`config.mk`:
```
export PLATFORM = sky130hd
export DESIGN_NAME = mem_access_unit
export DESIGN_NICKNAME = d
export VERILOG_FILES = /design/src/rtl/mem_pkg.sv /design/src/rtl/mem_addr_check.sv /design/src/rtl/mem_access_unit.sv
export SDC_FILE = /design/constraint.sdc
export NUM_CORES = 1
export LEC_CHECK = 0
export CORE_MARGIN = 4
export CORE_UTILIZATION = 30
export DETAILED_ROUTE_END_ITERATION = 7
export SYNTH_ARGS = -nofsm -noshare
export SYNTH_HDL_FRONTEND = slang
export SYNTH_SLANG_ARGS = --single-unit
```
`constraint.sdc`:
```
create_clock -name clk -period 8.85 [get_ports clk]
set_input_delay 1.3275 -clock clk [delete_from_list [all_inputs] [get_ports clk]]
set_output_delay 1.3275 -clock clk [all_outputs]
set_load 0.05 [all_outputs]
```
`src/rtl/mem_pkg.sv`:
```
// Shared definitions for the load/store path: size encodings, size helpers,
// access-unit FSM states and the default RAM depth.
package mem_pkg;

   localparam int MEM_BYTES_DEF = 128;

   localparam logic [1:0] SZ_B  = 2'b00;
   localparam logic [1:0] SZ_H  = 2'b01;
   localparam logic [1:0] SZ_W  = 2'b10;
   localparam logic [1:0] SZ_DW = 2'b11;

   typedef enum logic [1:0] {
      IDLE   = 2'd0,
      ACCESS = 2'd1,
      RESP   = 2'd2
   } mau_state_e;

   function automatic logic [3:0] size_bytes(input logic [1:0] size);
      case (size)
         SZ_B:    size_bytes = 4'd1;
         SZ_H:    size_bytes = 4'd2;
         SZ_W:    size_bytes = 4'd4;
         SZ_DW:   size_bytes = 4'd8;
         default: size_bytes = 4'd1;
      endcase
   endfunction

   function automatic logic [63:0] size_mask(input logic [1:0] size);
      case (size)
         SZ_B:    size_mask = 64'h0000_0000_0000_00ff;
         SZ_H:    size_mask = 64'h0000_0000_0000_ffff;
         SZ_W:    size_mask = 64'h0000_0000_ffff_ffff;
         SZ_DW:   size_mask = 64'hffff_ffff_ffff_ffff;
         default: size_mask = 64'h0000_0000_0000_00ff;
      endcase
   endfunction

endpackage

```
`src/rtl/mem_addr_check.sv`:
```
// Effective address (base + sign-extended offset, 64-bit wrap) with
// alignment and bounds flags; shared with the instruction fetch path.
module mem_addr_check
   import mem_pkg::*;
#(
   parameter int MEM_BYTES = MEM_BYTES_DEF
)(
   input  logic [63:0] base,
   input  logic [15:0] off,
   input  logic [1:0]  size,
   output logic [63:0] ea,
   output logic        misaligned,
   output logic        out_of_bounds
);

   localparam logic [63:0] LIMIT = 64'(MEM_BYTES);

   logic [63:0] sz_s;

   // Both bound terms are kept so huge addresses can never wrap into range
   always_comb begin
      sz_s          = {60'd0, size_bytes(size)};
      ea            = base + {{48{off[15]}}, off};
      misaligned    = (ea & (sz_s - 64'd1)) != 64'd0;
      out_of_bounds = (ea >= LIMIT) || (ea > (LIMIT - sz_s));
   end

endmodule

```
`src/rtl/mem_access_unit.sv`:
```
// Load/store initiator between the eBPF execute stage and the bit-indexed
// RAM port: one request at a time, faults answered without touching RAM.
module mem_access_unit
   import mem_pkg::*;
#(
   parameter int MEM_BYTES = MEM_BYTES_DEF,
   parameter int FCNT_W    = 16
)(
   input  logic              clk,
   input  logic              rst,
   input  logic              req_valid,
   output logic              req_ready,
   input  logic              req_store,
   input  logic              req_use_imm,
   input  logic [1:0]        req_size,
   input  logic [63:0]       req_base,
   input  logic [15:0]       req_off,
   input  logic [63:0]       req_src,
   input  logic [63:0]       req_imm,
   output logic              rsp_valid,
   input  logic              rsp_ready,
   output logic [63:0]       rsp_data,
   output logic              rsp_fault,
   output logic [FCNT_W-1:0] fault_count,
   output logic              mem_load,
   output logic [1:0]        mem_mode,
   output logic [63:0]       mem_madd,
   output logic [63:0]       mem_src,
   output logic [63:0]       mem_imm,
   output logic              mem_slc,
   input  logic [63:0]       mem_rdata
);

   mau_state_e  state_r;
   logic        load_r;
   logic        store_r;
   logic [1:0]  size_r;
   logic [63:0] ea_s;
   logic        misaligned_s;
   logic        oob_s;

   mem_addr_check #(.MEM_BYTES(MEM_BYTES)) u_addr_check (
      .base          (req_base),
      .off           (req_off),
      .size          (req_size),
      .ea            (ea_s),
      .misaligned    (misaligned_s),
      .out_of_bounds (oob_s)
   );

   // A reset landing in ACCESS must suppress the write within that same cycle
   assign mem_load = load_r & ~rst;

   // Request FSM with registered handshake, RAM-port and response outputs
   always_ff @(posedge clk) begin
      if (rst) begin
         state_r     <= IDLE;
         req_ready   <= 1'b1;
         rsp_valid   <= 1'b0;
         rsp_data    <= 64'd0;
         rsp_fault   <= 1'b0;
         fault_count <= '0;
         load_r      <= 1'b0;
         store_r     <= 1'b0;
         size_r      <= SZ_B;
         mem_mode    <= SZ_B;
         mem_madd    <= 64'd0;
         mem_slc     <= 1'b0;
         mem_src     <= 64'd0;
         mem_imm     <= 64'd0;
      end else begin
         case (state_r)
            IDLE: begin
               if (req_valid) begin
                  req_ready <= 1'b0;
                  if (misaligned_s || oob_s) begin
                     state_r   <= RESP;
                     rsp_valid <= 1'b1;
                     rsp_fault <= 1'b1;
                     rsp_data  <= 64'd0;
                     if (fault_count != '1) begin
                        fault_count <= fault_count + FCNT_W'(1);
                     end
                  end else begin
                     state_r  <= ACCESS;
                     load_r   <= req_store;
                     store_r  <= req_store;
                     size_r   <= req_size;
                     mem_madd <= ea_s << 3;
                     mem_mode <= req_size;
                     mem_slc  <= req_use_imm;
                     mem_src  <= req_src;
                     mem_imm  <= req_imm;
                  end
               end
            end
            ACCESS: begin
               state_r   <= RESP;
               load_r    <= 1'b0;
               rsp_valid <= 1'b1;
               rsp_fault <= 1'b0;
               rsp_data  <= store_r ? 64'd0 : (mem_rdata & size_mask(size_r));
            end
            RESP: begin
               if (rsp_ready) begin
                  state_r   <= IDLE;
                  rsp_valid <= 1'b0;
                  req_ready <= 1'b1;
               end
            end
            default: begin
               state_r   <= IDLE;
               load_r    <= 1'b0;
               rsp_valid <= 1'b0;
               req_ready <= 1'b1;
            end
         endcase
      end
   end

endmodule

```
==> results of run 1 <==
cell usage in the layout (no fill, tap or decap), types with 13 or more instances in the layout:
cell             synthesis  final
clkdlybuf4s50_1          0    553
dfxtp_1                279    279
nor2_1                 226    226
mux2i_1                147    147
nand2_1                103    103
a21oi_1                 95     95
ha_1                    70     70
a22o_1                  64     64
and3_1                  64     63
o21ai_0                 59     59
nand4_1                 38     38
clkbuf_16                0     31
inv_1                   27     27
o21ai_1                 24     24
xnor2_1                 21     21
nor3_1                  21     21
nand3_1                 19     18
a21o_1                  16     16
nor2b_1                 14     14
o21a_1                  14     14
nor4_1                  13     13
area by class of cell:
| cell class | instances | area share |
|---|---|---|
| Antenna cell | 4 | 0.000466 |
| Inverter | 27 | 0.00471 |
| Timing Repair Buffer | 564 | 0.263 |
| Sequential cell | 279 | 0.260 |
| Clock buffer | 49 | 0.0425 |
| Multi-Input combinational cell | 1229 | 0.390 |
| Clock inverter | 7 | 0.00419 |
| Tap cell | 615 | 0.0358 |
state kept, by name, summed over array words and instances (netlist names):
| name | count |
|---|---|
| req_ready | 1 |
| mem_madd | 61 |
| rsp_fault | 1 |
| load_r | 1 |
| rsp_data | 64 |
| rsp_valid | 1 |
| state_r | 2 |
| store_r | 1 |
| fault_count | 16 |
| mem_imm | 64 |
| mem_src | 64 |
| mem_slc | 1 |
| size_r | 2 |
report_power, final:
group	internal, mW	leakage (nW)	total (mW)	switching (mW)
Clock	0.738	0.490	1.26	0.525
Combinational	0.258	5.25	0.608	0.350
Sequential	1.26	2.25	1.26	0.00486
Total	2.25	7.99	3.13	0.880
layer usage:
metal	vias up	share of wire
met1	6876	0.41
met3	72	0.096
met5	-	0.00045
met4	4	0.018
li1	6972	-
met2	610	0.48
stage by stage:
stage	power, mW	setup WS, ps	utilization
finish	3.13	2120	0.447
global route	3.27	1890	0.447
CTS	3.16	2200	0.447
detailed placement	1.89	1630	0.426
global placement	1.89	1700	0.426
floorplan	1.63	3990	-
cell usage after synthesis, types with 8 or more instances:
master,n
a211oi_1,11
a21o_1,16
a21oi_1,95
a22o_1,64
a31oi_1,9
and3_1,64
and4_1,11
buf_12,9
buf_2,34
clkbuf_1,48
dfxtp_1,279
ha_1,70
inv_1,27
mux2_1,8
mux2i_1,147
nand2_1,103
nand3_1,19
nand4_1,38
nor2_1,226
nor2b_1,14
nor3_1,21
nor4_1,13
o2111ai_1,8
o211a_1,8
o211ai_1,10
o21a_1,14
o21ai_0,59
o21ai_1,24
o31ai_1,9
or2_2,8
or3_1,11
xnor2_1,21
xor2_1,9
kinds of logic (layout without fill, tap and decap cells):
| group | after synthesis | after routing | synth area share |
|---|---|---|---|
| mux | 162 | 162 | 0.112 |
| fa+ha+maj | 71 | 71 | 0.0610 |
| xor+xnor | 30 | 30 | 0.0179 |
| compound gates | 399 | 399 | 0.190 |
| other cells | 1 | 7 | 0.000255 |
| flops | 279 | 279 | 0.380 |
| simple gates | 564 | 564 | 0.188 |
| buf+inv | 131 | 647 | 0.0517 |
worst min path at each step:
stage | start | end | slack, ps | cells past startpoint
floorplan | load_r$_SDFFE_PP0P_ | load_r$_SDFFE_PP0P_ | 460 | 2
global placement | rsp_data[40]$_SDFFE_PP0P_ | rsp_data[40]$_SDFFE_PP0P_ | 450 | 2
detailed placement | rsp_data[4]$_SDFFE_PP0P_ | rsp_data[4]$_SDFFE_PP0P_ | 460 | 1
global route | rsp_data[37]$_SDFFE_PP0P_ | rsp_data[37]$_SDFFE_PP0P_ | 490 | 2
CTS | mem_madd[9]$_SDFFE_PP0P_ | mem_madd[9]$_SDFFE_PP0P_ | 470 | 2
finish | mem_madd[9]$_SDFFE_PP0P_ | mem_madd[9]$_SDFFE_PP0P_ | 460 | 2
worst max-delay path, cell delays in order:
cell,delay (ps)
clkdlybuf4s50_1,470
ha_1,190
inv_1,70
fa_1,440
xnor2_1,240
ha_1,250
nor3_1,360
o21ai_0,180
a2111oi_0,420
o2111ai_1,260
nor4_1,220
nand4_1,160
nor4_1,300
nand4b_1,200
nor4_4,410
and3_4,740
buf_4,510
mux2i_1,250
nor2_1,60
==> flow_summary_export.csv, run 1 <==
group,metric,value,unit
timing,worst_hold_slack,463,ps
yosys,syn_area_per_cell,8.98,µm²
worst_setup_path,rrSetupSlack,5600,ps
cts,cts.clk_slew.worst_paths,60,ps
yosys,syn_inst,1637,
timing,post-route-period-util,0.761,
placed_design,hpwl,47.8,mm
finish,nets,2483,
finish,seq_area,5590,µm²
routing,drc,0,
cts,clk_latency,570,ps
global_route,grt_overflow,0,
yosys,synth_ff_type,"dfxtp_1",
global_route,grt_use_met2,0.362,
die,row_count,80,
timing,hold_viol,0,
global_route,grt_pass1_wl,90.1,mm
finish,postLayoutCellArea,21500,µm²
worst_setup_path,reg2reg_from,"fault_count[3]$_SDFFE_PP0P_",
cts,cts_resized,0,
global_route,antenna_found_initial,6,
worst_setup_path,r2r_cells,11,
die,ios,559,
placed_design,place_congestion,0.967,
die,core,48000,µm²
finish,multi_input_area,8380,µm²
routing,vias,14534,
timing,maxClockFrequency,0.149,GHz
worst_setup_path,crit_type,"in2reg",
yosys,synth.area.top_cells,"dfxtp_1 38%, mux2i_1 10%, ha_1 6.0%",
yosys,syn-cell-area,14700,µm²
cts,cts_buffers,31,
power_and_ir_drop,p_per_area,146,nW/µm²
flow_run,cap_violations,0,
placed_design,dp_cells,2714,
timing,max_slew_margin,0.287,
global_route,met3_usage,0.0719,
routing,drtIter0Drc,1271,
worst_setup_path,worstSetupEndpoint,"mem_src[18]$_SDFFE_PP0P_",
cts,cts_tree,"built",
yosys,ys_ff_latch,279,
finish,stdcell_count,2774,
yosys,synth_edf_count,0,
yosys,ys_seq_area_frac,0.380,
cts,hold_buffers,0,
yosys,synth_top_cell_by_area,"dfxtp_1",
yosys,synth_cell_types,91,
cts,cts_setup_buffers,0,
worst_setup_path,critPathCaptureType,"register",
finish,fillers,4704,
yosys,synthArstFlopShare,0,
cts,cts_root_buf,"clkbuf_16",
worst_setup_path,crit_required,9260,ps
finish,layout-drive-gt1-share,0.0510,
cts,cts.htree.levels,1,
die,die_height,229,µm
routing,drt_wl_total,60.0,mm
outcome,status,"finished clean",
worst_setup_path,cp-start-kind,"primary input",
routing,antenna_left,0,
yosys,synth_top_area_share,0.380,
cts,cts_sinks,279,
routing,vias_per_cell,5.24,
placed_design,io_buffers,555,
power_and_ir_drop,peakVddDrop,0.149,mV
global_route,grt_max_degree,92,
global_route,groute.layer.met1.usage,0.268,
timing,maxSlewViolCount,0,
worst_setup_path,startpoint,"req_off[0]",
die,initial_utilization,0.306,
placed_design,dpl_cell_area,20500,µm²
global_route,grt_pass1_vias,14472,
timing,rsz0062_at_grt,"no",
worst_setup_path,cp_max_fo,31,
finish,area.growth.synth_to_final,46.3,%
hold_path,hold_path.class,"reg2reg",
timing,fin_crit,6730,ps
timing,setup_violations,0,
die,fp.dieW,229,µm
global_route,grt-busiest-layer,"met2",
cts,cts_buffer_depth,3,
global_route,gr-usage-all-layers,0.215,
power_and_ir_drop,p_leak,7.99,nW
yosys,ys.warnings.count,0,
routing,wire_per_inst,21.6,µm
die,dieArea,52600,µm²
timing,tns,0,ps
timing,skew,19.3,ps
routing,dr.pass1.iters,8,
timing,tightest_slew,1070,ps
worst_setup_path,r2r_end,"fault_count[4]$_SDFFE_PP0P_",
worst_setup_path,arrival,7150,ps
No activity file was read; power rests on OpenSTA's default activity.
==> run 2, diff against run 1 <==
==> constraint.sdc (replaced) <==
create_clock -name clk -period 6.6 [get_ports clk]
set_input_delay 0.99 -clock clk [delete_from_list [all_inputs] [get_ports clk]]
set_output_delay 0.99 -clock clk [all_outputs]
set_load 0.05 [all_outputs]
==> run 2 against run 1 <==
Combinational power is 34% higher; utilization is 0.46 points higher; critical path depth stayed put; register-to-register slack worse by 2200 ps; die area stayed put; setup slack worse by 1400 ps; clock power is 40% higher; total power is 37% higher; sequential share of layout area is 0.26 points lower; critical path type unchanged; global-route usage is 0.18 points higher; critical endpoint is now mem_src[56]$_SDFFE_PP0P_.
==> flow_summary_export.csv, run 2 (synthesis gave the netlist of run 1 again) <==
group,metric,value,unit
cts,cts.clk_slew.worst_paths,60,ps
cts,clk_latency,570,ps
power_and_ir_drop,p_per_area,197,nW/µm²
finish,final_cell_mix,"553 x clkdlybuf4s50_1, 279 x dfxtp_1, 226 x nor2_1, 147 x mux2i_1, 103 x nand2_1",
global_route,grt_max_degree,102,
worst_setup_path,crit_required,7010,ps
global_route,grt_overflow,0,
timing,max_slew_margin,0.398,
routing,antenna_left,0,
die,die_height,229,µm
cts,cts.htree.levels,1,
cts,cts_sinks,279,
routing,vias_per_cell,5.23,
timing,maxClockFrequency,0.170,GHz
worst_setup_path,rrSetupSlack,3360,ps
timing,maxSlewViolCount,0,
timing,hold_viol,0,
timing,tightest_slew,904,ps
timing,setup_violations,0,
placed_design,io_buffers,555,
worst_setup_path,worstSetupEndpoint,"mem_src[56]$_SDFFE_PP0P_",
cts,hold_buffers,0,
hold_path,hold_path.class,"reg2reg",
worst_setup_path,worst_path_max_delay_cell,"and3_4",
finish,largestRegisters,"mem_imm x64, mem_src x64, rsp_data x64",
worst_setup_path,critPathBufInv,3,
power_and_ir_drop,peakVddDrop,0.227,mV
worst_setup_path,r2r_end,"fault_count[4]$_SDFFE_PP0P_",
flow_run,cap_violations,0,
finish,area.growth.synth_to_final,47.8,%
placed_design,dp_cells,2731,
worst_setup_path,arrival,6300,ps
global_route,grt_pass1_wl,90.9,mm
global_route,antenna_found_initial,3,
worst_setup_path,cp.depth,19,
worst_setup_path,cp_cell_sequence,"clkdlybuf4s50_1, ha_1, inv_1, fa_1, xnor2_1, ha_1, nor3_1, o21ai_0, a2111oi_0, o2111ai_1, nor4_1, nand4_1, nor4_1, nand4b_1, nor4_4, and3_4, buf_4, mux2i_1, nor2_1",
cts,cts_setup_buffers,0,
routing,drtIter0Drc,1028,
die,fp.dieW,229,µm
cts,cts_root_buf,"clkbuf_16",
timing,skew,22.5,ps
finish,fillers,4718,
timing,tns,0,ps
die,dieArea,52600,µm²
routing,drt_wl_total,60.2,mm
finish,stdcell_count,2790,
worst_setup_path,critPathCaptureType,"register",
timing,post-route-period-util,0.892,
global_route,gr-usage-all-layers,0.217,
finish,nets,2500,
die,ios,559,
worst_setup_path,critPathTopFamily,"simple AND/OR/NAND/NOR gates",
placed_design,dp_slack,210,ps
die,row_count,80,
routing,wire_per_inst,21.6,µm
cts,cts_buffers,31,
worst_setup_path,r2r_cells,11,
timing,fin_ws,713,ps
worst_setup_path,cp_max_fo,23,
routing,dr.pass1.iters,5,
outcome,status,"finished clean",
finish,layout-drive-gt1-share,0.0617,
routing,vias,14586,
cts,cts_tree,"built",
timing,rsz0062_at_grt,"no",
placed_design,place_congestion,0.982,
die,initial_utilization,0.306,
worst_setup_path,startpoint,"req_base[0]",
worst_setup_path,max_stage_delay,540,ps
cts,cts_buffer_depth,3,
worst_setup_path,cp-start-kind,"primary input",
worst_setup_path,reg2reg_from,"fault_count[3]$_SDFFE_PP0P_",
worst_setup_path,crit_type,"in2reg",
timing,fin_crit,5890,ps
routing,drc,0,
die,core,48000,µm²
cts,cts_resized,0,
finish,layout_commonest_cell,"clkdlybuf4s50_1",
power_and_ir_drop,p_leak,8.11,nW
global_route,grt_pass1_vias,14766,
placed_design,hpwl,48.3,mm
==> run 2: changes by cell type in the layout (fill, tap and decap cells not counted), sizes merged <==
cell,change
clkinv,+1
bufinv,+2
diode,-1
buf,+17
clkbuf,-7
clkinvlp,+4
==> run 2: area by class of cell <==
| type | instances | area [µm²] | share of cell area |
|---|---|---|---|
| sequential | 279 | 5590 | 0.257 |
| clock buffer | 42 | 887 | 0.0409 |
| clock inverter | 14 | 174 | 0.00801 |
| tap | 615 | 769 | 0.0354 |
| antenna | 3 | 7.51 | 0.000346 |
| timing repair buffer | 581 | 5810 | 0.268 |
| inverter | 27 | 101 | 0.00467 |
| multi-input combinational | 1229 | 8380 | 0.386 |
==> run 2: worst min path at each step <==
stage	from	to	slack (ps)	cells past startpoint
final	mem_madd[9]$_SDFFE_PP0P_	mem_madd[9]$_SDFFE_PP0P_	460	2
after global placement	rsp_data[40]$_SDFFE_PP0P_	rsp_data[40]$_SDFFE_PP0P_	450	2
after detailed placement	rsp_data[37]$_SDFFE_PP0P_	rsp_data[37]$_SDFFE_PP0P_	450	2
after CTS	mem_madd[9]$_SDFFE_PP0P_	mem_madd[9]$_SDFFE_PP0P_	470	2
after floorplan	load_r$_SDFFE_PP0P_	load_r$_SDFFE_PP0P_	460	2
after global routing	rsp_data[1]$_SDFFE_PP0P_	rsp_data[1]$_SDFFE_PP0P_	480	1
==> run 2: metal layers <==
layer | vias up | part of all wire | track usage
met5 | - | 0.00022 | 0
met4 | 2 | 0.018 | 0.0399
met3 | 68 | 0.095 | 0.0748
met2 | 583 | 0.48 | 0.373
met1 | 6921 | 0.41 | 0.265
li1 | 7012 | - | -
==> run 2: worst min-delay path, stage by stage, from the launching register on <==
cell and delay (ps):
dfxtp_1 310, nand2_1 50, a21oi_1 50
==> run 2: through the flow <==
stage          instance area [µm²]  hold slack (ps)  power (mW)  utilization
2_1_floorplan                14700              455        2.18            -
6_report                     21700              459        4.28        0.452
3_3_place_gp                 20600              446        2.53        0.430
4_1_cts                      21700              469        4.33        0.452
3_5_place_dp                 20600              454        2.53        0.430
5_1_grt                      21700              483        4.47        0.452
==> run 2: power breakdown <==
part	internal [mW]	switching [mW]	total, mW	leakage [nW]
logic	0.349	0.468	0.817	5.35
registers	1.69	0.00640	1.69	2.25
clock network	1.06	0.711	1.77	0.514
